**src/rtl/alu_sequencer_pkg.sv**
```systemverilog
// Shared encodings for the ALU sequencer: opcodes, ALU ops, PC select values,
// FSM states and the decoded-instruction record.
package alu_sequencer_pkg;

    localparam logic [3:0] OP_NOP  = 4'b0000;
    localparam logic [3:0] OP_ST   = 4'b0011;
    localparam logic [3:0] OP_ADD  = 4'b0100;
    localparam logic [3:0] OP_INC  = 4'b0101;
    localparam logic [3:0] OP_NEG  = 4'b0110;
    localparam logic [3:0] OP_SUB  = 4'b0111;
    localparam logic [3:0] OP_J    = 4'b1000;
    localparam logic [3:0] OP_BRZ  = 4'b1001;
    localparam logic [3:0] OP_JM   = 4'b1010;
    localparam logic [3:0] OP_BRN  = 4'b1011;
    localparam logic [3:0] OP_LD   = 4'b1110;
    localparam logic [3:0] OP_SVPC = 4'b1111;

    localparam logic [2:0] ALU_ADD  = 3'b100;
    localparam logic [2:0] ALU_INC  = 3'b010;
    localparam logic [2:0] ALU_NEG  = 3'b001;
    localparam logic [2:0] ALU_SUB  = 3'b000;
    localparam logic [2:0] ALU_PASS = 3'b111;
    localparam logic [2:0] ALU_NOP  = 3'b011;

    localparam logic [1:0] PC_NEXT = 2'd0;
    localparam logic [1:0] PC_REG  = 2'd1;
    localparam logic [1:0] PC_MEM  = 2'd2;

    typedef enum logic [1:0] {
        S_IDLE,
        S_EXEC,
        S_MEM,
        S_WB
    } state_t;

    typedef struct packed {
        logic [2:0] aluop;
        logic       needs_mem;
        logic       mem_is_write;
        logic       reg_write;
        logic       wb_sel;
        logic       is_branch;
        logic [1:0] pc_sel;
        logic       legal;
    } dec_t;

endpackage

```
**src/rtl/alu_sequencer_if.sv**
```systemverilog
// Bus between the sequencer and its surroundings (fetch, ALU, memory, regfile, PC).
// Instruction handshake: a transfer happens on a posedge where in_instr_valid and
// out_instr_ready are both 1; the source holds in_instr stable until then.
interface alu_sequencer_if #(parameter int RW = 6);

    logic [31:0]   in_instr;
    logic          in_instr_valid;
    logic          out_instr_ready;
    logic [2:0]    out_aluop;
    logic          in_alu_zero;
    logic          in_alu_neg;
    logic [RW-1:0] out_rd;
    logic [RW-1:0] out_rs;
    logic [RW-1:0] out_rt;
    logic          out_reg_write;
    logic          out_wb_sel;
    logic          out_mem_read;
    logic          out_mem_write;
    logic          in_mem_ack;
    logic          out_pc_write;
    logic [1:0]    out_pc_sel;
    logic          out_retire;
    logic          out_illegal;
    logic          out_error;

    modport master (
        input  in_instr, in_instr_valid, in_alu_zero, in_alu_neg, in_mem_ack,
        output out_instr_ready, out_aluop, out_rd, out_rs, out_rt,
               out_reg_write, out_wb_sel, out_mem_read, out_mem_write,
               out_pc_write, out_pc_sel, out_retire, out_illegal, out_error
    );

    modport slave (
        output in_instr, in_instr_valid, in_alu_zero, in_alu_neg, in_mem_ack,
        input  out_instr_ready, out_aluop, out_rd, out_rs, out_rt,
               out_reg_write, out_wb_sel, out_mem_read, out_mem_write,
               out_pc_write, out_pc_sel, out_retire, out_illegal, out_error
    );

endinterface

```
**src/rtl/alu_seq_decode.sv**
```systemverilog
// Combinational opcode decoder: maps a 4-bit opcode to the control record the
// sequencer FSM uses in EXEC, MEM and WB.
module alu_seq_decode
    import alu_sequencer_pkg::*;
(
    input  logic [3:0] opcode,
    output dec_t       dec
);

    always_comb begin
        dec        = '0;
        dec.aluop  = ALU_NOP;
        dec.pc_sel = PC_NEXT;
        dec.legal  = 1'b1;
        case (opcode)
            OP_NOP: ;
            OP_ADD: begin dec.aluop = ALU_ADD; dec.reg_write = 1'b1; end
            OP_INC: begin dec.aluop = ALU_INC; dec.reg_write = 1'b1; end
            OP_NEG: begin dec.aluop = ALU_NEG; dec.reg_write = 1'b1; end
            OP_SUB: begin dec.aluop = ALU_SUB; dec.reg_write = 1'b1; end
            // SVPC computes its value through the adder
            OP_SVPC: begin dec.aluop = ALU_ADD; dec.reg_write = 1'b1; end
            OP_LD: begin
                dec.needs_mem = 1'b1;
                dec.reg_write = 1'b1;
                dec.wb_sel    = 1'b1;
            end
            OP_ST: begin
                dec.needs_mem    = 1'b1;
                dec.mem_is_write = 1'b1;
            end
            OP_J:   dec.pc_sel = PC_REG;
            OP_BRZ, OP_BRN: begin
                dec.is_branch = 1'b1;
                dec.pc_sel    = PC_REG;
            end
            OP_JM: begin
                dec.needs_mem = 1'b1;
                dec.pc_sel    = PC_MEM;
            end
            default: dec.legal = 1'b0;
        endcase
    end

endmodule

```
**src/rtl/alu_sequencer.sv**
```systemverilog
// Multi-cycle control FSM (IDLE/EXEC/MEM/WB) that issues ALU ops, memory requests,
// register writes and PC updates for one instruction at a time.
module alu_sequencer
    import alu_sequencer_pkg::*;
#(
    parameter int MEM_TIMEOUT = 16,
    parameter int RW          = 6
)(
    input  logic              clk,
    input  logic              in_rst_n,
    alu_sequencer_if.master   bus,
    output state_t            dbg_state
);

    localparam int CW = $clog2(MEM_TIMEOUT + 1);

    state_t        state, state_nx;
    logic [3:0]    opcode_q;
    logic [RW-1:0] rd_q, rs_q, rt_q;
    logic [1:0]    pc_sel_q;
    logic [CW-1:0] tmo_cnt;
    logic          error_q;

    logic [3:0]    dec_opcode;
    dec_t          dec;
    logic          accept, mem_ack, timeout_hit, branch_taken;
    logic          unused_instr_bits;

    // Decode the incoming word while idle, the latched opcode afterwards
    assign dec_opcode = (state == S_IDLE) ? bus.in_instr[31:28] : opcode_q;

    alu_seq_decode u_decode (
        .opcode (dec_opcode),
        .dec    (dec)
    );

    assign accept       = (state == S_IDLE) && bus.in_instr_valid;
    assign mem_ack      = (state == S_MEM) && bus.in_mem_ack;
    // An ack in the final allowed cycle takes priority over the timeout
    assign timeout_hit  = (state == S_MEM) && !bus.in_mem_ack &&
                          (tmo_cnt == CW'(MEM_TIMEOUT - 1));
    assign branch_taken = (opcode_q == OP_BRZ) ? bus.in_alu_zero : bus.in_alu_neg;

    assign unused_instr_bits = ^bus.in_instr[9:0];
    assign dbg_state         = state;
    assign bus.out_rd        = rd_q;
    assign bus.out_rs        = rs_q;
    assign bus.out_rt        = rt_q;
    assign bus.out_error     = error_q;

    always_ff @(posedge clk or negedge in_rst_n) begin
        if (!in_rst_n) state <= S_IDLE;
        else           state <= state_nx;
    end

    always_comb begin
        state_nx = state;
        unique case (state)
            S_IDLE: if (accept && dec.legal && (dec_opcode != OP_NOP)) state_nx = S_EXEC;
            S_EXEC: state_nx = dec.needs_mem ? S_MEM : S_WB;
            S_MEM: begin
                if (mem_ack)          state_nx = S_WB;
                else if (timeout_hit) state_nx = S_IDLE;
            end
            S_WB:   state_nx = S_IDLE;
        endcase
    end

    always_comb begin
        bus.out_instr_ready = 1'b0;
        bus.out_aluop       = ALU_NOP;
        bus.out_reg_write   = 1'b0;
        bus.out_wb_sel      = 1'b0;
        bus.out_mem_read    = 1'b0;
        bus.out_mem_write   = 1'b0;
        bus.out_pc_write    = 1'b0;
        bus.out_pc_sel      = PC_NEXT;
        bus.out_retire      = 1'b0;
        bus.out_illegal     = 1'b0;
        unique case (state)
            S_IDLE: begin
                bus.out_instr_ready = 1'b1;
                if (accept && !dec.legal) begin
                    bus.out_illegal = 1'b1;
                    bus.out_retire  = 1'b1;
                end
                if (accept && (dec_opcode == OP_NOP)) bus.out_retire = 1'b1;
            end
            S_EXEC: bus.out_aluop = dec.aluop;
            S_MEM: begin
                bus.out_mem_read  = !dec.mem_is_write;
                bus.out_mem_write = dec.mem_is_write;
                bus.out_retire    = timeout_hit;
            end
            S_WB: begin
                bus.out_reg_write = dec.reg_write;
                bus.out_wb_sel    = dec.wb_sel;
                bus.out_pc_write  = 1'b1;
                bus.out_pc_sel    = pc_sel_q;
                bus.out_retire    = 1'b1;
            end
        endcase
    end

    always_ff @(posedge clk or negedge in_rst_n) begin
        if (!in_rst_n) begin
            opcode_q <= OP_NOP;
            rd_q     <= '0;
            rs_q     <= '0;
            rt_q     <= '0;
            pc_sel_q <= PC_NEXT;
            tmo_cnt  <= '0;
            error_q  <= 1'b0;
        end else begin
            if (accept) begin
                opcode_q <= bus.in_instr[31:28];
                rd_q     <= bus.in_instr[27 -: RW];
                rs_q     <= bus.in_instr[21 -: RW];
                rt_q     <= bus.in_instr[15 -: RW];
            end
            if (state == S_EXEC) begin
                pc_sel_q <= dec.is_branch ? (branch_taken ? PC_REG : PC_NEXT) : dec.pc_sel;
                tmo_cnt  <= '0;
            end
            if (state == S_MEM) tmo_cnt <= tmo_cnt + 1'b1;
            if (timeout_hit)    error_q <= 1'b1;
        end
    end

endmodule
```
**src/flat_wrapper.sv**
```systemverilog
// flat-port wrapper written by rule: the top's interface ports become plain ports
module alu_sequencer_flat import alu_sequencer_pkg::*;
#(
    parameter int MEM_TIMEOUT = 16,
    parameter int RW          = 6
)
  (clk, in_rst_n, dbg_state, bus_in_instr, bus_in_instr_valid, bus_in_alu_zero, bus_in_alu_neg, bus_in_mem_ack, bus_out_instr_ready, bus_out_aluop, bus_out_rd, bus_out_rs, bus_out_rt, bus_out_reg_write, bus_out_wb_sel, bus_out_mem_read, bus_out_mem_write, bus_out_pc_write, bus_out_pc_sel, bus_out_retire, bus_out_illegal, bus_out_error);
  alu_sequencer_if #(.RW(RW)) bus_i ();
  input  logic clk;
  input  logic in_rst_n;
  output state_t dbg_state;
  input wire logic [$bits(bus_i.in_instr)-1:0] bus_in_instr;
  input wire logic [$bits(bus_i.in_instr_valid)-1:0] bus_in_instr_valid;
  input wire logic [$bits(bus_i.in_alu_zero)-1:0] bus_in_alu_zero;
  input wire logic [$bits(bus_i.in_alu_neg)-1:0] bus_in_alu_neg;
  input wire logic [$bits(bus_i.in_mem_ack)-1:0] bus_in_mem_ack;
  output wire logic [$bits(bus_i.out_instr_ready)-1:0] bus_out_instr_ready;
  output wire logic [$bits(bus_i.out_aluop)-1:0] bus_out_aluop;
  output wire logic [$bits(bus_i.out_rd)-1:0] bus_out_rd;
  output wire logic [$bits(bus_i.out_rs)-1:0] bus_out_rs;
  output wire logic [$bits(bus_i.out_rt)-1:0] bus_out_rt;
  output wire logic [$bits(bus_i.out_reg_write)-1:0] bus_out_reg_write;
  output wire logic [$bits(bus_i.out_wb_sel)-1:0] bus_out_wb_sel;
  output wire logic [$bits(bus_i.out_mem_read)-1:0] bus_out_mem_read;
  output wire logic [$bits(bus_i.out_mem_write)-1:0] bus_out_mem_write;
  output wire logic [$bits(bus_i.out_pc_write)-1:0] bus_out_pc_write;
  output wire logic [$bits(bus_i.out_pc_sel)-1:0] bus_out_pc_sel;
  output wire logic [$bits(bus_i.out_retire)-1:0] bus_out_retire;
  output wire logic [$bits(bus_i.out_illegal)-1:0] bus_out_illegal;
  output wire logic [$bits(bus_i.out_error)-1:0] bus_out_error;
  assign bus_i.in_instr = bus_in_instr;
  assign bus_i.in_instr_valid = bus_in_instr_valid;
  assign bus_i.in_alu_zero = bus_in_alu_zero;
  assign bus_i.in_alu_neg = bus_in_alu_neg;
  assign bus_i.in_mem_ack = bus_in_mem_ack;
  assign bus_out_instr_ready = bus_i.out_instr_ready;
  assign bus_out_aluop = bus_i.out_aluop;
  assign bus_out_rd = bus_i.out_rd;
  assign bus_out_rs = bus_i.out_rs;
  assign bus_out_rt = bus_i.out_rt;
  assign bus_out_reg_write = bus_i.out_reg_write;
  assign bus_out_wb_sel = bus_i.out_wb_sel;
  assign bus_out_mem_read = bus_i.out_mem_read;
  assign bus_out_mem_write = bus_i.out_mem_write;
  assign bus_out_pc_write = bus_i.out_pc_write;
  assign bus_out_pc_sel = bus_i.out_pc_sel;
  assign bus_out_retire = bus_i.out_retire;
  assign bus_out_illegal = bus_i.out_illegal;
  assign bus_out_error = bus_i.out_error;
  alu_sequencer #(.MEM_TIMEOUT(MEM_TIMEOUT), .RW(RW)) u_core (.clk(clk), .in_rst_n(in_rst_n), .bus(bus_i), .dbg_state(dbg_state));
endmodule
```
**config.mk**
```make
export PLATFORM = sky130hd
export DESIGN_NAME = alu_sequencer_flat
export DESIGN_NICKNAME = d
export VERILOG_FILES = /design/src/rtl/alu_sequencer_pkg.sv /design/src/rtl/alu_sequencer_if.sv /design/src/rtl/alu_seq_decode.sv /design/src/rtl/alu_sequencer.sv /design/src/flat_wrapper.sv
export SDC_FILE = /design/constraint.sdc
export NUM_CORES = 1
export LEC_CHECK = 0
export ABC_AREA = 0
export CAP_MARGIN = 25
export CORE_ASPECT_RATIO = 0.7
export CORE_MARGIN = 2
export CORE_UTILIZATION = 35
export CTS_CLUSTER_DIAMETER = 100
export DETAILED_ROUTE_END_ITERATION = 10
export PLACE_DENSITY = 0.73
export SETUP_SLACK_MARGIN = 0.3
export SKIP_CTS_REPAIR_TIMING = 1
export SYNTH_ARGS = -nofsm -noshare
export SYNTH_HDL_FRONTEND = slang
export SYNTH_HIERARCHICAL = 1
export SYNTH_SLANG_ARGS = --single-unit
```
**constraint.sdc**
```tcl
create_clock -name clk -period 5.25 [get_ports clk]
set_clock_uncertainty 0.1 [all_clocks]
set_input_delay 1.05 -clock clk [delete_from_list [all_inputs] [get_ports clk]]
set_output_delay 1.05 -clock clk [all_outputs]
set_load 0.01 [all_outputs]
```
==> results.cfg <==
[outcome]
outcome = finished clean

[final_layout]
diodes = 0
nNetsFinal = 263
final_cells = 287
layout-drive-gt1-share_pct = 20.6
area_delta_synth_final_pct = 43.3
postLayoutCellArea_sq_um = 2530
finish.utilization_pct = 52.5

[clocking]
clk_latency_ns = 0.28
cts_max_level = 2
cts_sinks = 32
path_clk_slew_ns = 0.07
cts_tree = built
clockBufferDepth = 2
cts_buffers = 5
ctsRootBufferMaster = clkbuf_8

[place]
placed_area_sq_um = 2410
dpl.hpwl_microns = 2880
port_buffers = 61
place_inst = 279
place_congestion = 0.742

[sta]
fmax_mhz = 237
fin_crit_sh_pct = 80.3
min_period_ns = 4.21
slew-limit-headroom_pct = 72.0
worst_pin_slew_ns = 0.420
hold_violations = 0
rsz0062_at_grt = false
drv_slew = 0
setup_viol = 0
fin_setup_tns_ns = 0

[run]
maxCapViolCount = 0

[die]
die_h_microns = 63.4
initial_core_util_pct = 36.7
rows = 21
core_area_sq_um = 4810
die_x_microns = 88.8
dieArea_sq_um = 5630
io_pins = 72

[power]
ir_drop_uv = 342
p_per_area_nw_per_um2 = 571
leakage_nw = 1.06

[grt]
grt_max_degree = 33
grt_use_total_pct = 15.0
grt_pass1_wl_microns = 6440
grt_pass1_vias = 1301
antenna_found_initial = 0
grt.overflow.total = 0

[yosys]
synth_ff_type = dfrtp_1
synth_area_leaders = dfrtp_1 (45%), mux2_2 (17%), ha_1 (5.7%)
synth_cell_type_count = 40
yosysSeqAreaShare_pct = 45.4
yosys.area.top_type = dfrtp_1
ys_warn_count = 6
netlist_top_cells_count = dfrtp_1 (32), mux2_2 (26), inv_1 (11), o21ai_0 (9), ha_1 (8)
avgSynthCellArea_sq_um = 11.3
synth-edff-count = 0
synth_area_sq_um = 1760
synth_cells = 156
synth-async-reset-ratio_pct = 100
syn_nets = 202
ys_seq_elements = 32
synth_most_common_cell = dfrtp_1
synth_top_area_share_pct = 45.4

[detailed_routing]
wire_per_inst_microns = 13.8
totalWireLength_microns = 3950
dr.pass1.iters = 4
ant_nets = 0
first_iter_violations = 43
drc_errors = 0
avgViaCountPerCell = 4.85
vias = 1391

[critical_path]
crit_fanout = 12
end_kind = output pin
crit_arrival_ns = 3.06
crit_type = in2out
critPathLaunchType = primary input
required_ns = 4.10
r2r_slack_ns = 2.47

[worst_hold_path]
hold_class = reg2reg
==> routing by layer <==
layer	part of all wire [%]	vias to the layer above	track usage, %
met4	0.68	0	4.55
met2	42	48	21.2
met3	7.6	3	4.98
li1	-	662	-
met1	50	678	21.8
met5	0	-	0
==> registers in the layout (all words and copies together), names as in the netlist <==
name / count
u_core/bus.out_error: 1
u_core/bus.out_rd: 6
u_core/bus.out_rt: 6
u_core/pc_sel_q: 2
u_core/opcode_q: 4
u_core/bus.out_rs: 6
u_core/tmo_cnt: 5
u_core/dbg_state: 2
==> cells by family after synthesis <==
logic type	synth area share, %
AO/OA/AOI/OAI	10.9
XOR/XNOR	0.497
adder cells (fa/ha/maj)	5.68
buffers and inverters	5.75
flip-flops	45.4
multiplexers	18.0
AND/OR/NAND/NOR	13.7
==> through the flow <==
| stage | hold slack (ns) | power (mW) | setup WS (ns) |
|---|---|---|---|
| 2_1_floorplan | 0.342 | 0.913 | 2.04 |
| 3_3_place_gp | 0.362 | 1.19 | 1.07 |
| 3_5_place_dp | 0.362 | 1.21 | 1.06 |
| 4_1_cts | 0.389 | 1.46 | 1.05 |
| 5_1_grt | 0.412 | 1.55 | 0.924 |
| 6_report | 0.387 | 1.44 | 1.04 |
==> path summary, 6_finish.rpt <==
check / to / startpoint / cells after the start
max: bus_out_aluop[2] / bus_in_instr[31] / 6
min: u_core/pc_sel_q[0] / u_core/pc_sel_q[0] / 1
max reg2reg: u_core/dbg_state[0] / u_core/dbg_state[1] / 9
min reg2reg: u_core/pc_sel_q[0] / u_core/pc_sel_q[0] / 1
max in group asynchronous: u_core/tmo_cnt[1] / in_rst_n / 2
min in group asynchronous: u_core/bus.out_rd[4] / in_rst_n / 2
==> report_power, final <==
group          switching (mW)  internal (mW)
logic                   0.355          0.441
registers              0.0598          0.353
clock network          0.0937          0.140
total                   0.509          0.934
==> worst max-delay path, cell delays in order <==
cell             delay [ns]
clkdlybuf4s50_1        0.46
mux2_2                 0.39
or3_1                  0.39
a21boi_1               0.12
and2_1                 0.13
clkdlybuf4s50_1        0.52
==> layout make-up <==
class                           instances  area, sq um
Fill cell                             448         2280
Sequential cell                        32          801
Inverter                               11         41.3
Tap cell                               69         86.3
Timing Repair Buffer                   63          626
Clock buffer                            5         68.8
Clock inverter                          3         42.5
Multi-Input combinational cell        104          861
==> cell usage in the layout (no fill, tap or decap), types with 4 or more instances in the layout <==
master / netlist / final
nand2b_1: 4 / 4
inv_1: 11 / 11
and2_1: 7 / 7
nand3_1: 4 / 4
a21oi_1: 4 / 4
ha_1: 8 / 8
clkbuf_8: 0 / 5
nand2_1: 5 / 5
nor2_1: 7 / 7
mux2_2: 26 / 26
dfrtp_1: 32 / 32
o21ai_0: 9 / 9
clkdlybuf4s50_1: 0 / 61
Note: power is estimated with default switching activity, not from simulation.
